==> src/rtl/core_pkg.sv <==
// rtl/core_pkg.sv - shared RISC-X core types: register banks, memory access sizes, MEM-stage FSM states.
package core_pkg;

   typedef enum logic {
      X_REG = 1'b0,
      F_REG = 1'b1
   } reg_bank_mux_t;

   typedef enum logic [1:0] {
      MEM_BYTE = 2'b00,
      MEM_HALF = 2'b01,
      MEM_WORD = 2'b10
   } mem_size_t;

   typedef enum logic [1:0] {
      MEM_IDLE        = 2'b00,
      MEM_WAIT_RVALID = 2'b01,
      MEM_DONE        = 2'b10
   } mem_fsm_t;

endpackage

==> src/rtl/lsu_align.sv <==
// rtl/lsu_align.sv - byte-lane steering for loads/stores: byte enables, store shift, load extract/extend, misalignment.
module lsu_align
   import core_pkg::*;
(
   input  logic [1:0]  addr_lo_i,
   input  mem_size_t   size_i,
   input  logic        unsigned_i,
   input  logic [31:0] wdata_i,
   input  logic [31:0] rdata_i,
   output logic [3:0]  be_o,
   output logic [31:0] wdata_o,
   output logic        misaligned_o,
   output logic [31:0] rdata_o
);

   logic [31:0] rdata_shifted;

   assign rdata_shifted = rdata_i >> {addr_lo_i, 3'b000};
   assign wdata_o       = wdata_i << {addr_lo_i, 3'b000};

   always_comb begin
      be_o         = 4'b1111;
      misaligned_o = 1'b0;
      rdata_o      = rdata_i;
      case (size_i)
         MEM_BYTE: begin
            be_o    = 4'b0001 << addr_lo_i;
            rdata_o = {{24{rdata_shifted[7] & ~unsigned_i}}, rdata_shifted[7:0]};
         end
         MEM_HALF: begin
            be_o         = 4'b0011 << addr_lo_i;
            misaligned_o = addr_lo_i[0];
            rdata_o      = {{16{rdata_shifted[15] & ~unsigned_i}}, rdata_shifted[15:0]};
         end
         default: begin
            misaligned_o = |addr_lo_i;
         end
      endcase
   end

endmodule

==> src/rtl/mem_stage.sv <==
// rtl/mem_stage.sv - RISC-X MEM stage: EX->MEM register, OBI-style data-memory access, stall/flush handling.
module mem_stage
   import core_pkg::*;
(
   input  logic          clk_i,
   input  logic          rst_n_i,
   input  logic [4:0]    rd_addr_ex_i,
   input  reg_bank_mux_t rd_dst_bank_ex_i,
   input  logic [31:0]   alu_result_ex_i,
   input  logic [31:0]   mem_wdata_ex_i,
   input  logic          mem_req_ex_i,
   input  logic          mem_we_ex_i,
   input  mem_size_t     mem_size_ex_i,
   input  logic          mem_unsigned_ex_i,
   input  logic          reg_alu_wen_ex_i,
   input  logic          reg_mem_wen_ex_i,
   input  logic          valid_ex_i,
   output logic [4:0]    rd_addr_mem_o,
   output reg_bank_mux_t rd_dst_bank_mem_o,
   output logic [31:0]   alu_result_mem_o,
   output logic [31:0]   mem_rdata_mem_o,
   output logic          reg_alu_wen_mem_o,
   output logic          reg_mem_wen_mem_o,
   output logic          valid_mem_o,
   output logic          dmem_req_o,
   input  logic          dmem_gnt_i,
   output logic [31:0]   dmem_addr_o,
   output logic          dmem_we_o,
   output logic [3:0]    dmem_be_o,
   output logic [31:0]   dmem_wdata_o,
   input  logic          dmem_rvalid_i,
   input  logic [31:0]   dmem_rdata_i,
   output logic          busy_mem_o,
   output logic          misaligned_mem_o,
   input  logic          stall_mem_i,
   input  logic          flush_mem_i
);

   mem_fsm_t      state_q, state_d;
   logic          valid_q, mem_req_q, we_q, unsigned_q, alu_wen_q, mem_wen_q;
   mem_size_t     size_q;
   logic [4:0]    rd_addr_q;
   reg_bank_mux_t bank_q;
   logic [31:0]   alu_result_q, wdata_q, rdata_q;
   logic          drop_q, drop_d, rdata_en;
   logic          misaligned, pending, busy, advance;
   logic [3:0]    be;
   logic [31:0]   wdata_sh, rdata_ext;

   lsu_align u_lsu_align (
      .addr_lo_i    (alu_result_q[1:0]),
      .size_i       (size_q),
      .unsigned_i   (unsigned_q),
      .wdata_i      (wdata_q),
      .rdata_i      (rdata_q),
      .be_o         (be),
      .wdata_o      (wdata_sh),
      .misaligned_o (misaligned),
      .rdata_o      (rdata_ext)
   );

   assign pending = valid_q & mem_req_q & ~misaligned;
   assign busy    = (pending && (state_q != MEM_DONE)) || drop_q;
   assign advance = ~stall_mem_i & ~busy;

   always_ff @(posedge clk_i or negedge rst_n_i) begin
      if (!rst_n_i) begin
         valid_q      <= 1'b0;
         mem_req_q    <= 1'b0;
         we_q         <= 1'b0;
         unsigned_q   <= 1'b0;
         alu_wen_q    <= 1'b0;
         mem_wen_q    <= 1'b0;
         size_q       <= MEM_BYTE;
         rd_addr_q    <= 5'd0;
         bank_q       <= X_REG;
         alu_result_q <= 32'd0;
         wdata_q      <= 32'd0;
      end else if (flush_mem_i) begin
         valid_q   <= 1'b0;
         mem_req_q <= 1'b0;
         alu_wen_q <= 1'b0;
         mem_wen_q <= 1'b0;
      end else if (advance) begin
         valid_q      <= valid_ex_i;
         mem_req_q    <= mem_req_ex_i;
         we_q         <= mem_we_ex_i;
         unsigned_q   <= mem_unsigned_ex_i;
         alu_wen_q    <= reg_alu_wen_ex_i;
         mem_wen_q    <= reg_mem_wen_ex_i;
         size_q       <= mem_size_ex_i;
         rd_addr_q    <= rd_addr_ex_i;
         bank_q       <= rd_dst_bank_ex_i;
         alu_result_q <= alu_result_ex_i;
         wdata_q      <= mem_wdata_ex_i;
      end
   end

   // A granted access cannot be aborted: a flush while it is outstanding only marks its response for discard.
   always_comb begin
      state_d    = state_q;
      drop_d     = drop_q;
      rdata_en   = 1'b0;
      dmem_req_o = 1'b0;
      case (state_q)
         MEM_IDLE: begin
            dmem_req_o = pending;
            if (pending && dmem_gnt_i) begin
               state_d = MEM_WAIT_RVALID;
               drop_d  = flush_mem_i;
            end
         end
         MEM_WAIT_RVALID: begin
            if (flush_mem_i) drop_d = 1'b1;
            if (dmem_rvalid_i) begin
               rdata_en = 1'b1;
               drop_d   = 1'b0;
               state_d  = (drop_q || flush_mem_i) ? MEM_IDLE : MEM_DONE;
            end
         end
         MEM_DONE: begin
            if (!stall_mem_i || flush_mem_i) state_d = MEM_IDLE;
         end
         default: state_d = MEM_IDLE;
      endcase
   end

   always_ff @(posedge clk_i or negedge rst_n_i) begin
      if (!rst_n_i) begin
         state_q <= MEM_IDLE;
         drop_q  <= 1'b0;
         rdata_q <= 32'd0;
      end else begin
         state_q <= state_d;
         drop_q  <= drop_d;
         if (rdata_en) rdata_q <= dmem_rdata_i;
      end
   end

   assign dmem_addr_o       = {alu_result_q[31:2], 2'b00};
   assign dmem_we_o         = we_q;
   assign dmem_be_o         = (valid_q && mem_req_q) ? be : 4'b0000;
   assign dmem_wdata_o      = wdata_sh;
   assign rd_addr_mem_o     = rd_addr_q;
   assign rd_dst_bank_mem_o = bank_q;
   assign alu_result_mem_o  = alu_result_q;
   assign mem_rdata_mem_o   = rdata_ext;
   assign misaligned_mem_o  = valid_q & mem_req_q & misaligned;
   assign busy_mem_o        = busy;
   assign valid_mem_o       = valid_q & ~busy;
   assign reg_alu_wen_mem_o = alu_wen_q & ~busy;
   assign reg_mem_wen_mem_o = mem_wen_q & ~busy & ~misaligned_mem_o;

endmodule

==> config.mk <==
export PLATFORM = sky130hd
export DESIGN_NAME = mem_stage
export DESIGN_NICKNAME = d
export VERILOG_FILES = /design/src/rtl/core_pkg.sv /design/src/rtl/lsu_align.sv /design/src/rtl/mem_stage.sv
export SDC_FILE = /design/constraint.sdc
export NUM_CORES = 1
export LEC_CHECK = 0
export BUFFER_PORTS_ARGS = -buffer_cell sky130_fd_sc_hd__buf_2
export CORE_MARGIN = 2
export CORE_UTILIZATION = 39
export DETAILED_ROUTE_END_ITERATION = 8
export HOLD_SLACK_MARGIN = 0.12
export PLACE_DENSITY_LB_ADDON = 0.12
export RECOVER_POWER = 50
export SYNTH_ARGS = -nofsm -noshare
export SYNTH_HDL_FRONTEND = slang
export SYNTH_SLANG_ARGS = --single-unit
==> constraint.sdc <==
create_clock -name clk_i -period 3.1 [get_ports clk_i]
set_input_delay 0.31 -clock clk_i [delete_from_list [all_inputs] [get_ports clk_i]]
set_output_delay 0.31 -clock clk_i [all_outputs]
set_load 0.05 [all_outputs]
---- After elaboration in Yosys (flattened, before gate mapping) ----
Cells that the tools add are included.
word-level totals
  register bits ........................... 113
  bits in latches ......................... 0
  bits in writable memories ............... 0
  bits in read-only memories .............. 0
  logic and storage cells ................. 81
  memories ................................ 0
cells by class
  add/sub/neg operators ................... 0
  $mul .................................... 0
  divide/modulo/power cells ............... 0
  order comparisons ....................... 0
  equality and inequality tests ........... 8
  shift operators ......................... 4
  muxes and demuxes ....................... 24
  bitwise operators ....................... 16
  reductions and logical operators ........ 15
operator list
  cell                                                                    count
  32-bit case mux with 2 select lines                                     1
  32-bit by 5-bit << shifter with 32-bit output                           1
  32-bit by 5-bit >> shifter with 16-bit output                           1
  1-bit two-way mux                                                       14
  1-bit bitwise AND                                                       10
  2-bit two-way mux                                                       4
  2-bit != test (second input constant)                                   4
  4-bit case mux with 2 select lines                                      1
  1-bit inverter                                                          6
  2-bit case mux with 3 select lines                                      1
  3-bit AND reduction                                                     2
  2-bit by 1-bit equality test with 1-bit output (second input constant)  2
  2-bit logical NOT                                                       2
  4-bit two-way mux                                                       1
  1-bit case mux with 2 select lines                                      2
  2-bit nonzero test                                                      2
  1-bit by 2-bit << shifter with 4-bit output (first input constant)      1
  2-bit by 2-bit << shifter with 4-bit output (first input constant)      1
  1-bit logical AND                                                       3
  1-bit logical OR                                                        3
  3-bit != test (second input constant)                                   1
  2-bit equality test (second input constant)                             1
  2-bit AND reduction                                                     1
  2-bit OR reduction                                                      1
  1-bit logical NOT                                                       1

---- Longest topological paths before layout ----
  depth in word-level cells ............... 10
  mapped depth ............................ 7
  mapped depth without buffers ............ 4

---- By module ----
A second synthesis with hierarchy kept.
unflattened totals
  cells, all modules ...................... 515
  area, all modules ....................... 6189.7 µm²
modules (own cells, without submodules)
  module     instances  cells each  area an instance (µm²)  seq. area each (µm²)
  mem_stage  1          305         4879.7                  2827.7
  lsu_align  1          210         1310.0                  0.0

---- Least setup slack after synthesis ----
No wires, ideal clock.
  path kind ............................... reg-to-output
  start ................................... register alu_result_q[1] (netlist: alu_result_mem_o[1])
  end ..................................... output port dmem_req_o
  arrival ................................. 3378 ps
  slack ................................... -588 ps
  stages on the path, launching flop included .. 3
  path through ............................ dfrtp_1 -> a21o_1 -> a2111oi_0
between the ends
  cells in the longest elaborated chain, start to end .. 5
RTL lines
  item                                line              text
  from (decl)                         mem_stage.sv:44   logic [31:0] alu_result_q, wdata_q, rdata_q;
  from (signal assigned)              mem_stage.sv:94   alu_result_q <= alu_result_ex_i;
  2-bit OR reduction                  lsu_align.sv:36   misaligned_o = |addr_lo_i;
  1-bit case mux with 2 select lines  lsu_align.sv:25   case (size_i)
  1-bit inverter                      mem_stage.sv:62   assign pending = valid_q & mem_req_q & ~misaligned;
  1-bit bitwise AND                   mem_stage.sv:62
  1-bit two-way mux                   mem_stage.sv:105  case (state_q)
  to (decl)                           mem_stage.sv:25   output logic dmem_req_o,
Every way passes these cells.

---- Final worst setup path ----
  start ................................... register size_q[1]
  end ..................................... output port mem_rdata_mem_o[3]
between the ends
  cells in the longest elaborated chain, start to end .. 2
  elaborated cells between the ends (all ways) .. 3
  those cells by class .................... eq/ne (1); mux (1); reduce/logical (1)
RTL lines
  item                                                                                        line             text
  from (decl)                                                                                 mem_stage.sv:41  mem_size_t size_q;
  from (signal assigned)                                                                      mem_stage.sv:91  size_q <= mem_size_ex_i;
  2-bit by 1-bit equality test with 1-bit output / 2-bit logical NOT (equally long branches)  lsu_align.sv:25
  32-bit case mux with 2 select lines (*)                                                     lsu_align.sv:25
  to (decl)                                                                                   mem_stage.sv:21  output logic [31:0] mem_rdata_mem_o,
Every way passes the cells marked *; elsewhere a longest branch is shown, timed or not.

==> impl_metrics.csv <==
group,metric,value,unit
run_status,status,"finished, final reports clean",
detailed_routing,wirelength,17020,um
worst_setup_path,crit_fanout,24,
die,die_h,130.5,um
worst_setup_path,crit_buf_inv,2,
clock_tree,ctsResizeCount,0,
worst_setup_path,cp-end-kind,"output pin",
timing,finalHoldWorstSlack,131.5,ps
worst_setup_path,required,2790,ps
detailed_routing,ant_nets,0,
placed_design,place_congestion,0.7714,
worst_setup_path,max_stage_delay,660,ps
die,die_area,17020,um2
timing,finalHoldViolCount,0,
placed_design,dp.cells,938,
synth,synth_area,6238,um2
synth,synth_seq_cells,113,
synth,muxShareOfSynthArea,27.92,%
synth,avgSynthCellArea,12.09,um2
run,drv_cap,0,
placed_design,hpwl,11770,um
synth,synth_top_cells_by_area,"dfrtp_1 (45%), mux2_4 (14%), mux2_2 (9.7%)",
placed_design,placed_area,7528,um2
detailed_routing,drt-initial-drc-count,228,
grt,gr-total-overflow,0,
synth,yosys.cell_types.count,41,
grt,grt_max_degree,50,
detailed_routing,via_per_inst,4.871,
synth,synth_compound_area_share,11.73,%
worst_setup_path,worst_ep_arrival_time,2510,ps
timing,rsz0062_at_grt,"no",
clock_tree,cts_buffers,17,
synth,synth_xor_area_share,0,%
synth,ys_async_sr_fraction,100.0,%
clock_tree,clockBufferDepth,2,
grt,grt_first_pass_wirelength,25940,um
timing,setup-tns-final,0,ps
finish,fin_util,56.00,%
power,p_per_area,765.6,nW/um2
grt,antenna_found_initial,1,
finish,final_nets,938,
placed_design,portBuffers,258,
die,row_count,46,
die,start_util,39.56,%
timing,fin_worst_skew,14.28,ps
clock_tree,cts.sinks,113,
worst_setup_path,startpoint_type,"flop",
synth,yosysWarnings,0,
worst_setup_path,crit_chain,"buf_4, nor2b_1, a22oi_1, o21ai_0, buf_2",
synth,yosysTopAreaCell,"dfrtp_1",
clock_tree,cts-root-buf,"clkbuf_16",
clock_tree,cts_tree,"built",
detailed_routing,num_vias,5129,
clock_tree,htree_levels,4,
grt,grt_pass1_vias,5213,
detailed_routing,drc,0,
timing,setup_viol,0,
synth,synthAdderAreaFrac,0,%
finish,drive_gt1_share,43.35,%
finish,fin_area,8831,um2
timing,clock.fmax,354.1,MHz
timing,fin_crit_sh,91.11,%
synth,ys_top_cells_by_count,"dfrtp_1 (113), mux2_4 (60), mux2_2 (54), a21oi_1 (32), buf_4 (32)",
finish,instances_no_fill,1053,
power,power_leakage,4.355,nW
worst_hold_path,hold_class,"primary input to flop",
finish,area_delta_synth_final,41.56,%
synth,synth_top_family_by_area,"multiplexers",
timing,finalMaxSlewViolations,0,
synth,yosysMostFrequentCell,"dfrtp_1",
synth,synth_ff_type,"dfrtp_1",
die,die_w,130.5,um
timing,worst-slew-pin-transition,1458,ps
worst_setup_path,path_class,"flop to output pin",
synth,synthCells,516,
finish,fill_cells,1446,
detailed_routing,first_pass_iters,4,
die,core,15770,um2
grt,grt.total_usage,19.71,%
clock_tree,clkLatencyLatePin,410,ps
die,ios,261,
synth,synthSimpleGateAreaFrac,7.481,%
worst_setup_path,crit_slowest_cell,"nor2b_1",
clock_tree,path_clk_slew,60,ps
power,vdd_drop_max,0.0004248,V
worst_setup_path,critPathTopFamily,"simple AND/OR/NAND/NOR gates",
timing,maxSlewHeadroom,2.818,%
synth,synth_edf_count,0,
timing,layout_min_cycle_time,2824,ps
synth,yosysTopAreaCellShare,45.33,%
synth,seq_area_frac_synth,45.33,%
detailed_routing,wl_per_cell,16.17,um
==> area by class of cell <==
class	instances	area, um2	share of cell area [%]
Clock inverter	12	135.1	1.530
Inverter	3	11.26	0.1275
Sequential cell	113	2830	32.05
Clock buffer	20	446.7	5.058
Tap cell	216	270.3	3.060
Timing Repair Buffer	355	2167	24.54
Antenna cell	2	5.005	0.05667
Multi-Input combinational cell	332	2965	33.58
==> logic make-up (layout without fill, tap and decap cells) <==
group | after synthesis | count (layout)
AO/OA/AOI/OAI | 109 | 109
buffers and inverters | 72 | 390
flip-flops | 113 | 113
multiplexers | 136 | 136
other | 1 | 4
AND/OR/NAND/NOR | 85 | 85
==> cell usage in the layout, fill, tap and decap left out, types with 17 or more instances in the layout <==
cell and n:
o21ai_0 21, clkbuf_16 17, buf_2 190, a21o_1 17, mux2_4 60, nor2b_1 26
a21oi_1 32, dfrtp_1 111, nor2_1 19, mux2_2 54, clkbuf_1 70, dlygate4sd3_1 80
mux2i_1 21
==> worst paths after layout <==
path / start / endpoint / slack (ps) / depth (start not counted)
setup / recovery: size_q[1]$_DFFE_PN0P_ / mem_rdata_mem_o[3] / 280 / 5
hold / removal: mem_wdata_ex_i[26] / wdata_q[26]$_DFFE_PN0P_ / 130 / 2
setup reg to reg: alu_result_mem_o[1]$_DFFE_PN0P_ / wdata_q[5]$_DFFE_PN0P_ / 710 / 6
hold reg to reg: wdata_q[31]$_DFFE_PN0P_ / wdata_q[31]$_DFFE_PN0P_ / 500 / 1
max in group asynchronous: rst_n_i / alu_result_mem_o[0]$_DFFE_PN0P_ / 590 / 3
min in group asynchronous: rst_n_i / alu_result_mem_o[4]$_DFFE_PN0P_ / 630 / 2
==> per-stage QoR <==
step	worst slack, ps	power, mW
6_report	275.7	6.761
5_1_grt	104.4	7.067
4_1_cts	106.7	6.860
3_5_place_dp	547.1	4.834
3_3_place_gp	651.0	4.802
2_1_floorplan	186.5	4.241
==> where the power goes <==
part	internal (mW)	switching (mW)
Combinational	0.885	1.96
Sequential	1.74	0.263
Clock	1.20	0.707
==> per-layer routing <==
metal / vias to the layer above / GRT usage, % / share of wire, %
met3: 16 / 5.619 / 5.3
met4: 0 / 5.820 / 1.3
met5: - / 0 / 0
met2: 171 / 33.97 / 50
li1: 2428 / - / -
met1: 2514 / 24.18 / 44
==> state kept, by name, summed over array words and instances (netlist names) <==
register           cells
alu_result_mem_o      32
alu_wen_q              1
dmem_we_o              1
drop_q                 1
mem_req_q              1
mem_wen_q              1
rd_addr_mem_o          5
rd_dst_bank_mem_o      1
rdata_q               32
size_q                 2
state_q                2
unsigned_q             1
valid_q                1
wdata_q               32
==> timing repair <==
| action | in CTS | in global routing |
|---|---|---|
| setup buffers | 0 | 1 |
| hold buffers | 80 | 0 |
| endpoints found under the setup margin | 0 | 1 |
| endpoints found under the hold margin | 120 | 0 |
Power figures use the tool's default switching activity.
